==> src/rtl/rr_grant_encoder.sv <==
// Round-robin arbiter with binary grant index, held grants, and an optional hold timeout.
// The owner-done input is named grant_release because "release" is a reserved word.
module rr_grant_encoder #(
    parameter int inputLen = 3,
    parameter int numReq   = 1 << inputLen,
    parameter int MAX_HOLD = 0,
    parameter int CNT_W    = 16
) (
    input  logic                clk,
    input  logic                reset,
    input  logic [numReq-1:0]   req,
    input  logic                grant_release,
    output logic                grant_valid,
    output logic [inputLen-1:0] grant_idx,
    output logic                grant_expired
);

    typedef enum logic {IDLE, GRANT} state_t;

    localparam logic [inputLen-1:0] PTR_RESET = inputLen'(numReq - 1);
    localparam logic [CNT_W-1:0]    CNT_MAX   = '1;
    // Only meaningful when MAX_HOLD != 0; the compare below is gated on that.
    localparam logic [CNT_W-1:0]    HOLD_LAST = CNT_W'(MAX_HOLD - 1);

    state_t              state, state_next;
    logic [inputLen-1:0] last_ptr, ptr_next;
    logic [inputLen-1:0] idx_next, search_ptr, winner;
    logic [CNT_W-1:0]    hold_cnt, cnt_next;
    logic                valid_next, expired_next, found, timeout;

    // At the end of a grant the search restarts after the owner, so the owner is
    // naturally checked last and only wins again if it is the sole requester.
    assign search_ptr = (state == GRANT) ? grant_idx : last_ptr;
    assign timeout    = (MAX_HOLD != 0) && (hold_cnt == HOLD_LAST);

    always_comb begin
        logic [inputLen-1:0] pos;
        // NOTE: every combinational output gets a default first so no path can infer a latch.
        found  = 1'b0;
        winner = '0;
        pos    = '0;
        for (int i = 1; i <= numReq; i++) begin
            pos = inputLen'((int'(search_ptr) + i) % numReq);
            if (!found && req[pos]) begin
                found  = 1'b1;
                winner = pos;
            end
        end
    end

    always_comb begin
        state_next   = state;
        valid_next   = grant_valid;
        idx_next     = grant_idx;
        cnt_next     = hold_cnt;
        ptr_next     = last_ptr;
        expired_next = 1'b0;
        case (state)
            IDLE: begin
                if (found) begin
                    idx_next   = winner;
                    valid_next = 1'b1;
                    cnt_next   = '0;
                    state_next = GRANT;
                end
            end
            GRANT: begin
                if (hold_cnt != CNT_MAX) cnt_next = hold_cnt + 1'b1;
                if (grant_release || timeout) begin
                    ptr_next     = grant_idx;
                    expired_next = !grant_release;
                    cnt_next     = '0;
                    if (found) begin
                        idx_next = winner;
                    end else begin
                        valid_next = 1'b0;
                        state_next = IDLE;
                    end
                end
            end
            default: state_next = IDLE;
        endcase
    end

    always_ff @(posedge clk) begin
        // NOTE: sequential state uses non-blocking assignments so all registers update together.
        if (reset) begin
            state         <= IDLE;
            grant_valid   <= 1'b0;
            grant_idx     <= '0;
            grant_expired <= 1'b0;
            hold_cnt      <= '0;
            last_ptr      <= PTR_RESET;
        end else begin
            state         <= state_next;
            grant_valid   <= valid_next;
            grant_idx     <= idx_next;
            grant_expired <= expired_next;
            hold_cnt      <= cnt_next;
            last_ptr      <= ptr_next;
        end
    end

endmodule

==> config.mk <==
export PLATFORM = sky130hd
export DESIGN_NAME = rr_grant_encoder
export DESIGN_NICKNAME = d
export VERILOG_FILES = /design/src/rtl/rr_grant_encoder.sv
export SDC_FILE = /design/constraint.sdc
export NUM_CORES = 1
export LEC_CHECK = 0
export CAP_MARGIN = 20
export CORE_ASPECT_RATIO = 0.8
export CORE_MARGIN = 2
export CORE_UTILIZATION = 30
export CTS_BUF_LIST = sky130_fd_sc_hd__clkbuf_2
export CTS_CLUSTER_SIZE = 14
export DETAILED_ROUTE_END_ITERATION = 10
export PLACE_DENSITY = 0.51
export SLEW_MARGIN = 10
export SYNTH_ARGS = -nofsm -noshare
export SYNTH_HDL_FRONTEND = slang
export SYNTH_SLANG_ARGS = --single-unit
==> constraint.sdc <==
create_clock -name clk -period 4.2 [get_ports clk]
set_input_delay 0.84 -clock clk [delete_from_list [all_inputs] [get_ports clk]]
set_output_delay 0.84 -clock clk [all_outputs]
set_load 0.02 [all_outputs]
==> qor.yml, run 1 <==
global_routing:
  grt_pass1_wl_um: 4912
  antenna_found_initial: 0
  grt_max_degree: 14
  first_global_vias: 995
  grt_usage_pct: 14.64
  overflow: 0
synthesis:
  yosys_register_bits: 9
  ys_warn_count: 0
  synthFlopType: "dfxtp_1"
  synth_area_leaders: "dfxtp_1, mux4_2, mux2i_1"
  synth_top_area_cell: "dfxtp_1"
  async_flop_share_pct: 0
  syn_inst: 135
  synth_cell_types: 43
  yosysMostFrequentCell: "nand2_1"
  synth_top_area_share_pct: 15.29
  synth_common_cells: "nand2_1, mux2i_1, dfxtp_1"
  synth_edf_count: 0
  syn_area_um2: 1179
  syn_avg_cell_area_um2: 8.731
  ys_seq_area_share_pct: 15.29
  synthesis.nets: 148
sta:
  setup_viol_count_final: 0
  finalCriticalPeriod_ps: 3607
  setup_tns_ps: 0
  fin_ws_ps: 592.8
  post-route-period-util_pct: 85.89
  rsz0062_at_grt: "no"
  relSlewSlack_pct: 48.01
  max_freq_mhz: 277.2
  finClkSkew_ps: 9.622
  final_hold_viol_count: 0
  worstMarginPinSlew_ps: 758.2
  slew_violations: 0
clock_network:
  insertion_delay_ps: 250
  cts_resized: 0
  post_cts_buffers: 0
  root_buffer: "clkbuf_2"
  clockBufferDepth: 2
  clk_pin_slew_ps: 90
  cts_hold_buf: 0
  htreeDepth: 1
  cts_sinks: 9
  cts_inserted_buffers: 3
  cts_tree: "yes"
critical_path:
  timing.rr.start: "state$_SDFF_PP0_"
  rr_endpoint: "grant_idx[0]$_SDFFE_PP0P_"
  endpoint: "grant_idx[0]$_SDFFE_PP0P_"
  arrival_ps: 3770
  path_class: "reg -> reg"
  cp-startpoint: "state$_SDFF_PP0_"
  critical_path.max_fanout: 10
  rr_worst_depth: 11
  regToRegSetupSlack_ps: 590
  endpoint_kind: "flop"
  start_kind: "flop"
  required_ps: 4360
cells_and_area:
  drive_gt1_share_pct: 15.69
  syn_to_final_growth_pct: 20.28
  multiInputGateArea_um2: 944.7
  nets: 167
  n_antenna_cell: 0
  n_fill_cell: 400
  seqCellArea_um2: 180.2
power_and_ir_drop:
  power_uw: 909.3
  p_leak_uw: 0.0005565
  power.switching_uw: 452.7
  p_int_uw: 456.6
  seq_power_share_pct: 13.7
  p_clk_share_pct: 6.0
  peakVddDrop_v: 0.0002248
  swShare_pct: 49.79
  comb_power_share_pct: 80.3
  powerDensity_nw_per_um2: 641.4
min_path:
  holdCritStartpoint: "grant_valid$_SDFFE_PP0P_"
  hp-class: "reg -> reg"
die:
  rows: 20
  die_area_um2: 4449
  die_x_um: 74.08
  io_pins: 16
  die_y_um: 60.06
  core-area_um2: 3779
  start_util_pct: 31.19
job:
  max_cap_viol_count: 0
outcome:
  status: "finished clean"
route:
  drc_errors: 0
  drt-initial-drc-count: 67
  vias_per_cell: 5.279
  first_pass_iters: 4
  via_count: 1098
  ant_nets: 0
  route.detailed.wl_per_inst_um: 14.63
  wl_um: 3044
placement:
  pre_cts_ws_ps: 638.3
  dpl.hpwl_um: 2412
  portBuffers: 15
  gp_congestion: 0.9018
==> worst min-delay path by stage <==
| stage | end | slack, ps | cells after the start |
|---|---|---|---|
| floorplan | last_ptr[1]$_SDFFE_PP1P_ | 440 | 2 |
| global placement | grant_valid$_SDFFE_PP0P_ | 450 | 1 |
| detailed placement | grant_valid$_SDFFE_PP0P_ | 460 | 1 |
| CTS | grant_valid$_SDFFE_PP0P_ | 480 | 1 |
| global route | grant_valid$_SDFFE_PP0P_ | 490 | 1 |
| finish | grant_valid$_SDFFE_PP0P_ | 480 | 1 |
==> sequential cells by signal, indices dropped and copies added (netlist names) <==
signal and count:
state 1, grant_idx 3, grant_expired 1, last_ptr 3, grant_valid 1
==> cell usage in the layout (no fill, tap or decap), drive strengths merged, types with 4 or more instances in the layout <==
cell           count
clkbuf             4
nand2             24
nor2b              4
a31oi              5
nor2               6
clkdlybuf4s50     15
a21oi              5
mux4               8
dfxtp              9
mux2i             20
inv                6
o21ai              6
==> power by group through the flow <==
stage / combinational, uW / clock (uW) / sequential (uW)
4_1_cts: 731 / 56.3 / 125
5_1_grt: 794 / 60.5 / 127
6_report: 730 / 54.7 / 125
3_5_place_dp: 729 / 0 / 127
2_1_floorplan: 543 / 0 / 137
3_3_place_gp: 728 / 0 / 127
==> critical path, cell delays in order, from the launching register on <==
cell,delay [ps]
dfxtp_1,650
mux2i_1,300
clkinv_1,320
ha_1,330
xnor2_1,150
buf_4,190
mux4_2,540
nand2_2,120
nor3_4,70
and3_1,230
or4_1,500
o32ai_1,110
==> through the flow <==
stage / hold WS (ps) / std cells / instance area (um2) / utilization (%)
floorplan: 438.9 / 135 / 1179 / -
global placement: 451.6 / 204 / 1398 / 36.99
detailed placement: 458.7 / 204 / 1398 / 36.99
CTS: 480.0 / 208 / 1418 / 37.52
global route: 494.6 / 208 / 1418 / 37.52
finish: 475.5 / 208 / 1418 / 37.52
==> kinds of logic (layout without fill, tap and decap cells) <==
| kind of cell | after synthesis | after routing | share of synthesized area [%] |
|---|---|---|---|
| other cells | 1 | 1 | 0.3182 |
| fa+ha+maj | 2 | 2 | 2.123 |
| simple gates | 46 | 46 | 19.32 |
| compound gates | 35 | 35 | 20.17 |
| flops | 9 | 9 | 15.29 |
| mux | 29 | 29 | 36.73 |
| xor+xnor | 2 | 2 | 1.486 |
| buf+inv | 11 | 29 | 4.565 |
==> final cells by class <==
class,instances,area share (%)
Multi-Input combinational cell,115,66.64
Clock buffer,4,1.412
Timing Repair Buffer,18,12.18
Sequential cell,9,12.71
Tap cell,55,4.854
Inverter,7,2.207
==> routing by layer <==
| metal | global-route usage (%) | vias up | wire, um |
|---|---|---|---|
| met5 | 0 | - | 0 |
| met4 | 0.7792 | 0 | 0 |
| met1 | 22.94 | 514 | 1595 |
| li1 | - | 554 | - |
| met2 | 20.66 | 30 | 1283 |
| met3 | 4.047 | 0 | 165 |
Note: power is estimated with default switching activity, not from simulation.
==> run 2: changes to the inputs <==
--- a/config.mk
+++ b/config.mk
@@ -12,7 +12,8 @@
 export CTS_BUF_LIST = sky130_fd_sc_hd__clkbuf_2
 export CTS_CLUSTER_SIZE = 14
 export DETAILED_ROUTE_END_ITERATION = 10
-export PLACE_DENSITY = 0.51
+export GPL_TIMING_DRIVEN = 1
+export PLACE_DENSITY = 0.46
 export SLEW_MARGIN = 10
 export SYNTH_ARGS = -nofsm -noshare
 export SYNTH_HDL_FRONTEND = slang
==> run 2 against run 1 <==
Compared with the run above:
- design area is 0.53% higher
- largest power group unchanged
- critical path depth decreased by 3
- sequential power barely moved
==> qor.yml, run 2 (synthesis results as in run 1) <==
power_and_ir_drop:
  peakVddDrop_v: 0.0001675  # was 0.0002248 V
  p_leak_uw: 0.0005613  # was 0.0005565 uW
  powerDensity_nw_per_um2: 641.8  # was 641.4 nW/um2
die:
  die_y_um: 60.06  # unchanged
  core-area_um2: 3779  # unchanged
  die_area_um2: 4449  # unchanged
  start_util_pct: 31.19  # unchanged
  die_x_um: 74.08  # unchanged
  rows: 20  # unchanged
  io_pins: 16  # unchanged
global_routing:
  grtUsageMet3_pct: 4.384  # was 4.047%
  globalRouteMet2Util_pct: 21.81  # was 20.66%
  gr-usage-met1_pct: 22.10  # was 22.94%
  overflow: 0  # unchanged
  grt_pass1_wl_um: 4995  # was 4912 um
  grt_max_degree: 14  # unchanged
  busiest_layer: "met1"  # unchanged
  antenna_found_initial: 0  # unchanged
  grt_usage_pct: 14.84  # was 14.64%
  first_global_vias: 1006  # was 995
route:
  route.detailed.wl_per_inst_um: 15.13  # was 14.63 um
  drt-initial-drc-count: 60  # was 67
  vias_per_cell: 5.297  # was 5.279
  via_count: 1107  # was 1,098
  first_pass_iters: 4  # unchanged
  wl_um: 3162  # was 3044 um
  drc_errors: 0  # unchanged
  ant_nets: 0  # unchanged
critical_path:
  required_ps: 4360  # about the same
  endpoint_kind: "flop"  # unchanged
  arrival_ps: 3730  # was 3770 ps
  critical_path.max_fanout: 13  # was 10
  rr_worst_depth: 8  # was 11
  path_class: "reg -> reg"  # unchanged
  start_kind: "flop"  # unchanged
sta:
  relSlewSlack_pct: 51.83  # was 48.01%
  worstMarginPinSlew_ps: 702.5  # was 758.2 ps
  max_freq_mhz: 280.1  # was 277.2 MHz
  setup_viol_count_final: 0  # unchanged
  slew_violations: 0  # unchanged
  timing.hold.ws_ps: 480.6  # was 475.5 ps
  final_hold_viol_count: 0  # unchanged
  finalCriticalPeriod_ps: 3570  # was 3607 ps
  rsz0062_at_grt: "no"  # unchanged
  setup_tns_ps: 0  # unchanged
  post-route-period-util_pct: 84.99  # was 85.89%
  finClkSkew_ps: 0.7364  # was 9.622 ps
cells_and_area:
  layout_commonest_cell: "nand2_1"  # unchanged
  nets: 168  # was 167
  syn_to_final_growth_pct: 20.91  # was 20.28%
  final_cell_mix: "nand2_1, mux2i_1, clkdlybuf4s50_1, dfxtp_1, mux4_2"  # unchanged
  drive_gt1_share_pct: 16.23  # was 15.69%
  largestRegisters: "grant_idx: 3 flops, last_ptr: 3 flops"  # unchanged
  n_antenna_cell: 0  # unchanged
clock_network:
  cts_sinks: 9  # unchanged
  clk_pin_slew_ps: 90  # about the same
  htreeDepth: 1  # unchanged
  insertion_delay_ps: 240  # was 250 ps
  cts_tree: "yes"  # unchanged
  root_buffer: "clkbuf_2"  # unchanged
  post_cts_buffers: 0  # unchanged
  cts_resized: 0  # unchanged
  cts_inserted_buffers: 3  # unchanged
  cts_hold_buf: 0  # unchanged
  clockBufferDepth: 2  # unchanged
outcome:
  status: "finished clean"  # unchanged
min_path:
  hold_depth: 1  # unchanged
  hp-class: "reg -> reg"  # unchanged
placement:
  gp_congestion: 0.8986  # was 0.9018
  portBuffers: 15  # unchanged
  dpl.hpwl_um: 2455  # was 2412 um
job:
  max_cap_viol_count: 0  # unchanged
[run 2: worst max-delay path: stages, from the launching register on]
cell     delay, ps
dfxtp_1        640
mux2i_4        560
ha_1           560
mux4_2         650
nand3_2        150
nor3_4          80
and3_1         230
or4_1          510
o32ai_1        110
[run 2: power breakdown]
| part | switching, uW | total [uW] | leakage (uW) | internal, uW |
|---|---|---|---|---|
| combinational | 403 | 734 | 0.000470 | 331 |
| sequential | 22.3 | 125 | 0.0000751 | 103 |
| clock | 30.1 | 55.4 | 0.0000166 | 25.3 |
| total | 456 | 915 | 0.000561 | 459 |
[run 2: through the flow]
stage	setup WS, ps	area [um2]	std cells	power, uW	utilization [%]
finish	630.4	1425	209	914.6	37.72
global route	365.5	1425	209	986.9	37.72
CTS	580.2	1425	209	919.1	37.72
detailed placement	602.1	1405	205	861.3	37.19
global placement	691.4	1405	205	862.5	37.19
floorplan	838.0	1179	135	680.0	-
[run 2: path summary, 6_finish.rpt]
| path | slack [ps] | from | to |
|---|---|---|---|
| worst min-delay path | 480 | grant_valid$_SDFFE_PP0P_ | grant_valid$_SDFFE_PP0P_ |
| worst max register to register | 630 | state$_SDFF_PP0_ | grant_idx[0]$_SDFFE_PP0P_ |
| worst max-delay path | 630 | state$_SDFF_PP0_ | grant_idx[0]$_SDFFE_PP0P_ |
| worst min register to register | 480 | grant_valid$_SDFFE_PP0P_ | grant_valid$_SDFFE_PP0P_ |
[run 2: metal layers]
layer,part of all wire [%],vias to the layer above
li1,-,555
met1,51,519
met2,44,33
met3,4.8,0
met4,0,0
met5,0,-
[run 2: final cells by class]
type | instances | area, um2
tap | 55 | 68.82
multi-input combinational | 115 | 944.7
sequential | 9 | 180.2
clock buffer | 4 | 20.02
fill | 382 | 2354
inverter | 7 | 31.28
timing repair buffer | 19 | 180.2
